===== config.mk =====
export PLATFORM = sky130hd
export DESIGN_NAME = riscv_dmem_arb
export DESIGN_NICKNAME = d
export VERILOG_FILES = /design/src/rtl/riscv_dmem_arb.sv
export SDC_FILE = /design/constraint.sdc
export NUM_CORES = 1
export LEC_CHECK = 0
export CELL_PAD_IN_SITES_DETAIL_PLACEMENT = 0
export CELL_PAD_IN_SITES_GLOBAL_PLACEMENT = 1
export CORE_UTILIZATION = 12
export DETAILED_ROUTE_END_ITERATION = 6
export PLACE_DENSITY_LB_ADDON = 0.1
export SLEW_MARGIN = 20
export SYNTH_ARGS = -nofsm -noshare
export SYNTH_HDL_FRONTEND = slang
export SYNTH_SLANG_ARGS = --single-unit

===== constraint.sdc =====
create_clock -name clk_i -period 2.46 [get_ports clk_i]
set_input_delay 0.369 -clock clk_i [delete_from_list [all_inputs] [get_ports clk_i]]
set_output_delay 0.369 -clock clk_i [all_outputs]
set_load 0.1 [all_outputs]

===== src/rtl/riscv_dmem_arb.sv =====
`timescale 1ns / 1ps
// -----------------------------------------------------------------------------
// riscv_dmem_arb
//
// Two-requester arbiter in front of a single data-memory BIU port.
//   Requester 0 : EX load/store unit
//   Requester 1 : debug / system requester
//
// Operation
//   - Three states: IDLE, OWN0, OWN1. The state encoding doubles as owner_o.
//   - In IDLE a lone request is granted on the next edge. If both request, the
//     requester that was NOT served last (!lsp) wins. lsp resets to 1, so r0
//     wins the first tie.
//   - While a requester owns the port, its request qualifiers pass straight
//     through to dmem_* and the dmem responses pass straight back.
//   - On an ack:
//       lock held          -> keep ownership (atomic sequence)
//       else other req     -> hand over directly, no IDLE bubble
//       else own req still -> keep ownership (back-to-back)
//       else               -> IDLE
//   - The owner dropping req without an ack (and without lock) abandons the
//     transaction: back to IDLE, no ack, lsp untouched.
//   - A watchdog counts OWN cycles without an ack. Reaching TIMEOUT returns an
//     ack+err to the owner, pulses timeout_o, suppresses dmem_req_o for that
//     cycle and releases the port. A real ack in that same cycle wins.
//
// Ports
//   clk_i, rst_ni              clock; synchronous active-low reset
//   rN_req_i .. rN_d_i         request side of requester N (held until ack)
//   rN_q_o .. rN_err_o         response side of requester N (0 unless owner)
//   dmem_req_o .. dmem_d_o     downstream request (0 in IDLE)
//   dmem_q_i .. dmem_page_fault_i  downstream response
//   owner_o                    {r1 owns, r0 owns}; 00 = idle
//   timeout_o                  one-cycle watchdog abort pulse
// -----------------------------------------------------------------------------
module riscv_dmem_arb #(
    parameter int  XLEN       = 32,
    parameter int  TIMEOUT    = 255,
    // BIU transfer-size code (byte/half/word/...); kept as a type parameter so
    // the arbiter passes it through without depending on its encoding.
    parameter type biu_size_t = logic [2:0]
) (
    input  logic            clk_i,
    input  logic            rst_ni,

    // requester 0 : EX load/store unit
    input  logic            r0_req_i,
    input  logic            r0_lock_i,
    input  logic            r0_we_i,
    input  biu_size_t       r0_size_i,
    input  logic [XLEN-1:0] r0_adr_i,
    input  logic [XLEN-1:0] r0_d_i,
    output logic [XLEN-1:0] r0_q_o,
    output logic            r0_ack_o,
    output logic            r0_misaligned_o,
    output logic            r0_page_fault_o,
    output logic            r0_err_o,

    // requester 1 : debug / system
    input  logic            r1_req_i,
    input  logic            r1_lock_i,
    input  logic            r1_we_i,
    input  biu_size_t       r1_size_i,
    input  logic [XLEN-1:0] r1_adr_i,
    input  logic [XLEN-1:0] r1_d_i,
    output logic [XLEN-1:0] r1_q_o,
    output logic            r1_ack_o,
    output logic            r1_misaligned_o,
    output logic            r1_page_fault_o,
    output logic            r1_err_o,

    // downstream data-memory port
    output logic            dmem_req_o,
    output logic            dmem_lock_o,
    output logic            dmem_we_o,
    output biu_size_t       dmem_size_o,
    output logic [XLEN-1:0] dmem_adr_o,
    output logic [XLEN-1:0] dmem_d_o,
    input  logic [XLEN-1:0] dmem_q_i,
    input  logic            dmem_ack_i,
    input  logic            dmem_misaligned_i,
    input  logic            dmem_page_fault_i,

    // status
    output logic [1:0]      owner_o,
    output logic            timeout_o
);

    // -------------------------------------------------------------------------
    // State encoding: one bit per owner so the state register is owner_o.
    // 2'b11 is unreachable and falls back to IDLE.
    // -------------------------------------------------------------------------
    localparam logic [1:0] ST_IDLE = 2'b00;
    localparam logic [1:0] ST_OWN0 = 2'b01;
    localparam logic [1:0] ST_OWN1 = 2'b10;

    localparam int              CNT_W   = $clog2(TIMEOUT + 1);
    localparam logic [CNT_W-1:0] CNT_MAX = CNT_W'(TIMEOUT);

    logic [1:0]       state_q, state_d;
    logic             lsp_q, lsp_d;          // last-served pointer
    logic [CNT_W-1:0] wait_cnt_q, wait_cnt_d;

    // -------------------------------------------------------------------------
    // Owner-relative view of the requesters, so the transition logic is
    // written once for both OWN states.
    // -------------------------------------------------------------------------
    logic       own0, own1, own_any;
    logic       own_req, own_lock, other_req;
    logic [1:0] other_state;
    logic       own_ack;                     // dmem ack while someone owns
    logic       abort;                       // owner withdrew, no ack
    logic       wd_fire;                     // watchdog expiry this cycle

    assign own0    = (state_q == ST_OWN0);
    assign own1    = (state_q == ST_OWN1);
    assign own_any = own0 | own1;

    assign own_req     = own1 ? r1_req_i  : r0_req_i;
    assign own_lock    = own1 ? r1_lock_i : r0_lock_i;
    assign other_req   = own1 ? r0_req_i  : r1_req_i;
    assign other_state = own1 ? ST_OWN0   : ST_OWN1;

    assign own_ack = own_any & dmem_ack_i;
    assign abort   = own_any & ~dmem_ack_i & ~own_req & ~own_lock;
    // A real ack in the expiry cycle takes precedence; an owner that has
    // already withdrawn gets nothing back, not an error.
    assign wd_fire = own_any & ~dmem_ack_i & ~abort & (wait_cnt_q == CNT_MAX);

    // -------------------------------------------------------------------------
    // Next-state, last-served pointer and watchdog
    // -------------------------------------------------------------------------
    always_comb begin
        // NOTE: every variable gets a default before the case so no path can
        // leave it unassigned and infer a latch.
        state_d = state_q;
        lsp_d   = lsp_q;

        unique case (state_q)
            ST_IDLE: begin
                if (r0_req_i && r1_req_i) begin
                    state_d = lsp_q ? ST_OWN0 : ST_OWN1;
                end else if (r0_req_i) begin
                    state_d = ST_OWN0;
                end else if (r1_req_i) begin
                    state_d = ST_OWN1;
                end
            end

            ST_OWN0, ST_OWN1: begin
                if (own_ack) begin
                    lsp_d = own1;
                    if (own_lock) begin
                        state_d = state_q;
                    end else if (other_req) begin
                        state_d = other_state;
                    end else if (own_req) begin
                        state_d = state_q;
                    end else begin
                        state_d = ST_IDLE;
                    end
                end else if (wd_fire) begin
                    // Forced release also drops any lock the owner held.
                    lsp_d   = own1;
                    state_d = ST_IDLE;
                end else if (abort) begin
                    state_d = ST_IDLE;
                end
            end

            default: state_d = ST_IDLE;
        endcase

        // The counter restarts whenever a new transaction starts: every ack
        // (including the hand-over grant) and every pass through IDLE.
        if (!own_any || own_ack || wd_fire || abort) begin
            wait_cnt_d = '0;
        end else begin
            wait_cnt_d = wait_cnt_q + CNT_W'(1);
        end
    end

    always_ff @(posedge clk_i) begin
        // NOTE: state registers use non-blocking assignments so every flop
        // samples the pre-edge value of every other flop.
        if (!rst_ni) begin
            state_q    <= ST_IDLE;
            lsp_q      <= 1'b1;
            wait_cnt_q <= '0;
        end else begin
            state_q    <= state_d;
            lsp_q      <= lsp_d;
            wait_cnt_q <= wait_cnt_d;
        end
    end

    // -------------------------------------------------------------------------
    // Downstream request mux: owner's qualifiers pass through, IDLE drives 0.
    // -------------------------------------------------------------------------
    always_comb begin
        dmem_req_o  = 1'b0;
        dmem_lock_o = 1'b0;
        dmem_we_o   = 1'b0;
        dmem_size_o = '0;
        dmem_adr_o  = '0;
        dmem_d_o    = '0;

        if (own0) begin
            dmem_req_o  = r0_req_i;
            dmem_lock_o = r0_lock_i;
            dmem_we_o   = r0_we_i;
            dmem_size_o = r0_size_i;
            dmem_adr_o  = r0_adr_i;
            dmem_d_o    = r0_d_i;
        end else if (own1) begin
            dmem_req_o  = r1_req_i;
            dmem_lock_o = r1_lock_i;
            dmem_we_o   = r1_we_i;
            dmem_size_o = r1_size_i;
            dmem_adr_o  = r1_adr_i;
            dmem_d_o    = r1_d_i;
        end

        // The aborted transaction must not be re-issued in the expiry cycle.
        if (wd_fire) begin
            dmem_req_o = 1'b0;
        end
    end

    // -------------------------------------------------------------------------
    // Response demux. Acks are masked while reset is asserted so a transaction
    // being abandoned by reset never completes to its owner.
    // -------------------------------------------------------------------------
    assign r0_q_o          = own0 ? dmem_q_i : '0;
    assign r0_misaligned_o = own0 & dmem_misaligned_i;
    assign r0_page_fault_o = own0 & dmem_page_fault_i;
    assign r0_ack_o        = rst_ni & own0 & (dmem_ack_i | wd_fire);
    assign r0_err_o        = rst_ni & own0 & wd_fire;

    assign r1_q_o          = own1 ? dmem_q_i : '0;
    assign r1_misaligned_o = own1 & dmem_misaligned_i;
    assign r1_page_fault_o = own1 & dmem_page_fault_i;
    assign r1_ack_o        = rst_ni & own1 & (dmem_ack_i | wd_fire);
    assign r1_err_o        = rst_ni & own1 & wd_fire;

    assign owner_o   = state_q;
    assign timeout_o = rst_ni & wd_fire;

endmodule


### After elaboration in Yosys (flattened, before gate mapping)

Index checks and enable logic that the tools add are counted.

| word-level totals | value |
|---|---|
| register bits | 11 |
| bits of input ports | 177 |
| output and inout bits | 145 |
| word-level logic and storage cells | 78 |

| cells by class | value |
|---|---|
| add/sub/neg operators | 1 |
| equality and inequality tests | 7 |
| mux-type cells | 32 |
| bitwise gates (word level) | 24 |
| reductions and logical operators | 11 |

Operator list:

| cell | number |
|---|---|
| 2-to-1 mux 32 bit | 6 |
| 2-to-1 mux 2 bit | 11 |
| AND 1 bit | 17 |
| 2-to-1 mux 1 bit | 12 |
| != test 4 bit (second input constant) | 3 |
| adder 8 x 1 -> 8 bit (second input constant) | 1 |
| equality test 8 bit (second input constant) | 1 |
| 2-to-1 mux 3 bit | 2 |
| inverter 1 bit | 5 |
| case mux 2 bit (2 select lines) | 1 |
| AND reduction 4 bit | 1 |
| OR reduction 2 bit | 2 |
| logical OR 1 bit | 3 |
| != test 3 bit (second input constant) | 1 |
| equality test 2 x 1 -> 1 bit (second input constant) | 1 |
| equality test 2 bit (second input constant) | 1 |
| zero test 2 bit | 1 |
| OR 1 bit | 2 |
| AND reduction 2 bit | 1 |
| nonzero test 2 bit | 1 |
| logical AND 1 bit | 1 |
| zero test 1 bit | 1 |

### Logic depth before layout (Yosys ltp)

| depth | value |
|---|---|
| depth after elaboration | 11 |
| depth in mapped cells | 8 |
| depth with buffers taken out | 7 |

### Worst setup path after synthesis

No wires, ideal clock.

| timing path | value |
|---|---|
| path kind | reg-to-output |
| start point | register state_q[1] (netlist: owner_o[1]) |
| end point | output port dmem_size_o[1] in the netlist's numbering |
| arrival time | 3.820 ns |
| data required time | 2.091 ns |
| slack | -1.729 ns |
| stages on the path, launching flop included | 6 |
| path buffers | 2 |
| path through | dfxtp_1 inv_1 ha_1 buf_2 clkbuf_1 o21ai_0 |

RTL lines:

| what | line | source |
|---|---|---|
| start, declared | 100 | `logic [1:0] state_q, state_d;` |
| start signal, assigned | 191 | `state_q <= state_d;` |
| end, declared | 76 | `output biu_size_t dmem_size_o,` |

### Final worst setup path

| timing path | value |
|---|---|
| start point | register state_q[0] (netlist: owner_o[0]) |
| end point | output port r0_ack_o |

| between the ends | value |
|---|---|
| cells in the longest elaborated chain, start to end | 10 |
| elaborated cells on any way between the ends | 16 |
| those cells by class | 2 x eq/ne; 2 x mux; 12 x bitwise |

Ends and longest elaborated chain:

| what | line | source |
|---|---|---|
| equality test 2 bit * | 116 | `assign own1 = (state_q == ST_OWN1);` |
| named net own1 | 108 | `logic own0, own1, own_any;` |
| OR 1 bit or 2-to-1 mux 1 bit (tied branches) | 117, 119 |  |
| AND 1 bit or inverter 1 bit (tied branches) | 125, 128 |  |
| AND 1 bit (2 in a row) | 125 | `assign abort = own_any & ~dmem_ack_i & ~own_req & ~own_lock;` |
| inverter 1 bit | 128 | `assign wd_fire = own_any & ~dmem_ack_i & ~abort & (wait_cnt_q == CNT_MAX);` |
| AND 1 bit * (2 in a row) | 128 |  |
| OR 1 bit * | 237 | `assign r0_ack_o = rst_ni & own0 & (dmem_ack_i \| wd_fire);` |
| AND 1 bit * | 237 |  |
| end, declared | 54 | `output logic r0_ack_o,` |

Mark *: on every way through the listed nets, which the timed path passes. The rest lies on a longest branch.

==> impl_metrics.py <==
metrics = {
    "yosys": {
        "synth_cell_types": 34,
        "synth_adder_area_share": 0.03968,
        "syn_area_per_cell_um2": 7.537,
        "synthTopCellsByArea": "a22o_1, and2_1, dfxtp_1",
        "yosysMostFrequentCell": "and2_1",
        "async_reset_ff_frac": 0,
        "syn_area_um2": 1892,
        "ys_seq_area_frac": 0.1164,
        "netlist_top_cells_count": "and2_1, a22o_1, clkbuf_1, nor2_1, dfxtp_1",
        "synth_cells": 251,
        "synthFlopType": "dfxtp_1",
        "yosys_warnings": 0,
        "yosysTopAreaCellShare": 0.3148,
        "synthSimpleGateAreaFrac": 0.3479,
        "synth_top_family_by_area": "compound AO/OA/AOI/OAI gates",
        "synth_xor_area_frac": 0.02778,
        "synth_compound_area_frac": 0.3902,
        "synth_mux_area_frac": 0.01587,
        "yosys.area.top_type": "a22o_1",
        "synth.ff_latch_count": 11,
        "synth_edf_count": 0,
        "synth_nets": 434,
    },
    "critical_path": {
        "cp.required_ns": 2.09,
        "crit_type": "reg -> out",
        "cp_max_fo": 5,
        "crit_chain": "inv_4, ha_2, mux2_4, nor2_4, nor3b_4, o21a_1, and2_4, buf_12",
        "cp-start-kind": "register",
        "cp.arrival_ns": 2.00,
        "cp_slowest_stage_delay_ns": 0.37,
        "critPathSlowestCell": "dfxtp_4",
        "end_kind": "output port",
    },
    "power_and_ir_drop": {
        "finalPower_uw": 6161,
        "powerDensity_nw_per_um2": 852.6,
        "ir_drop_mv": 0.4108,
        "p_leak_uw": 0.002880,
    },
    "detailed_routing": {
        "antenna_left": 0,
        "num_vias": 3170,
        "via_per_inst": 4.101,
        "wire_per_inst_um": 19.39,
        "drc": 0,
        "drt_iter0_drc": 105,
        "drt_pass1_iterations": 4,
        "wirelength_mm": 14.99,
    },
    "sta": {
        "max_slew_margin": 0.6540,
        "maxSlewViolCount": 0,
        "hold_viol": 0,
        "min_period_ns": 2.367,
        "rsz0062_at_grt": "no",
        "fin_setup_tns_ns": 0,
        "fmax_ghz": 0.4225,
        "worstMarginPinSlew_ns": 0.5190,
        "setup_viol": 0,
        "skew_ns": 0.001515,
        "period_share": 0.9621,
        "whs_ns": 0.4581,
    },
    "finish": {
        "n_fill_cell": 1385,
        "antennaDiodeCount": 0,
        "final_core_util": 0.4719,
        "final_area_um2": 7227,
        "drive_gt1_frac": 0.4875,
        "nets": 746,
        "area_growth_pct": 282.0,
    },
    "clocking": {
        "htreeDepth": 1,
        "cts.sinks": 11,
        "cts_tree": "done",
        "numCtsBuffers": 3,
        "clock_path_buffers": 2,
        "clock_latency_ns": 0.24,
        "ctsHoldBuffers": 0,
        "cts_root_buf": "clkbuf_16",
        "clkSlewWorstSetupHoldPaths_ns": 0.04,
    },
    "grt": {
        "grtUsageMet2": 0.3192,
        "busiest_layer": "met2",
        "overflow": 0,
        "grt_pass1_vias": 3243,
        "met1_usage": 0.1828,
        "grt_util_met3": 0.08166,
        "grt.total_usage": 0.1743,
        "grt_pass1_wl_mm": 21.11,
        "grt_max_degree": 72,
        "antenna_found_initial": 4,
    },
    "placed_design": {
        "placed_area_um2": 7104,
        "numPortBuffers": 321,
        "routabilityCongestion": 0.7783,
        "hpwlAfterDp_mm": 12.83,
    },
    "floorplan": {
        "core_area_um2": 15310,
        "die_area_um2": 16270,
        "die_w_um": 127.6,
        "fp.dieH_um": 127.6,
        "ios": 322,
        "rows": 45,
        "initial_core_util": 0.1235,
    },
    "hold_path": {
        "holdCritPathClass": "reg -> reg",
    },
    "flow_run": {
        "maxCapViolations": 0,
    },
    "run_status": {
        "status": "finished clean",
    },
}
what timing repair did:
action / CTS / global route
resized for setup: 1 / 7
buffers inserted: 0 / 1
endpoints found under the setup margin: 2 / 6
pin swaps: 0 / 2
final timing paths:
check                startpoint       endpoint  slack, ns  depth (start not counted)
setup / recovery     owner_o[0]       r0_ack_o       0.09                          8
hold / removal    wait_cnt_q[0]  wait_cnt_q[0]       0.46                          1
setup reg to reg     owner_o[0]     owner_o[1]       0.59                          8
hold reg to reg   wait_cnt_q[0]  wait_cnt_q[0]       0.46                          1
cell usage in the layout (no fill, tap or decap), types with 2 or more instances in the layout:
| cell type | synthesis | layout |
|---|---|---|
| a22o_4 | 0 | 20 |
| nand2b_1 | 2 | 2 |
| clkdlybuf4s50_1 | 0 | 176 |
| and2_1 | 72 | 49 |
| o21ai_0 | 5 | 4 |
| buf_4 | 0 | 11 |
| xor2_1 | 4 | 4 |
| ha_4 | 0 | 3 |
| nor2_1 | 13 | 12 |
| o211ai_1 | 4 | 4 |
| nand2_1 | 8 | 8 |
| a22o_2 | 0 | 48 |
| nor2_4 | 1 | 2 |
| clkbuf_16 | 0 | 3 |
| and2_2 | 0 | 21 |
| and3_2 | 0 | 2 |
| o21a_1 | 2 | 2 |
| a21oi_1 | 3 | 3 |
| dfxtp_4 | 0 | 2 |
| dfxtp_1 | 11 | 9 |
| nand4_1 | 2 | 2 |
| mux2_4 | 2 | 2 |
| xnor2_1 | 2 | 2 |
| inv_1 | 5 | 4 |
| buf_12 | 0 | 145 |
| and2_4 | 0 | 2 |
| ha_2 | 0 | 2 |
through the flow:
stage          worst slack (ns)  std cells
2_1_floorplan           0.01257        251
3_3_place_gp             0.2364        768
3_5_place_dp             0.2153        768
4_1_cts                 0.01284        772
5_1_grt                0.001161        773
6_report                0.09329        773
worst max-delay path: cells and delay by family (launching register included):
family / cells / cell delay, ns
flip-flops: 1 / 0.37
AO/OA/AOI/OAI: 1 / 0.19
buffers and inverters: 2 / 0.25
multiplexers: 1 / 0.33
AND/OR/NAND/NOR: 3 / 0.42
adder cells (fa/ha/maj): 1 / 0.20
where the power goes:
group	leakage, uW	switching [uW]	total [uW]	internal, uW
Combinational	0.00275	3580	5650	2070
Sequential	0.0000905	18.6	213	194
Clock	0.0000409	87.4	303	216
Total	0.00288	3680	6160	2480
logic make-up after synthesis:
logic type,Yosys count
buffers and inverters,30
AO/OA/AOI/OAI,87
flip-flops,11
adder cells (fa/ha/maj),6
multiplexers,2
AND/OR/NAND/NOR,109
XOR/XNOR,6
cell type report:
cell class              count  area (um^2)  area share
repair buffers            332         4747      0.6569
multi-input cells         210         1887      0.2611
well taps                 211        264.0     0.03653
flip-flops and latches     11        227.7     0.03151
clock buffers               3        75.07     0.01039
inverters                   5        21.27    0.002943
clock inverters             1        5.005   0.0006925
per-layer routing:
metal / vias up / wire length [um]
met4: 8 / 194
met3: 21 / 1742
met5: - / 54
met1: 1455 / 5252
li1: 1537 / -
met2: 149 / 7742
registers in the layout (all words and copies together), names as in the netlist:
name        cells
wait_cnt_q      8
owner_o         2
lsp_q           1
(Power assumes the default switching activity.)
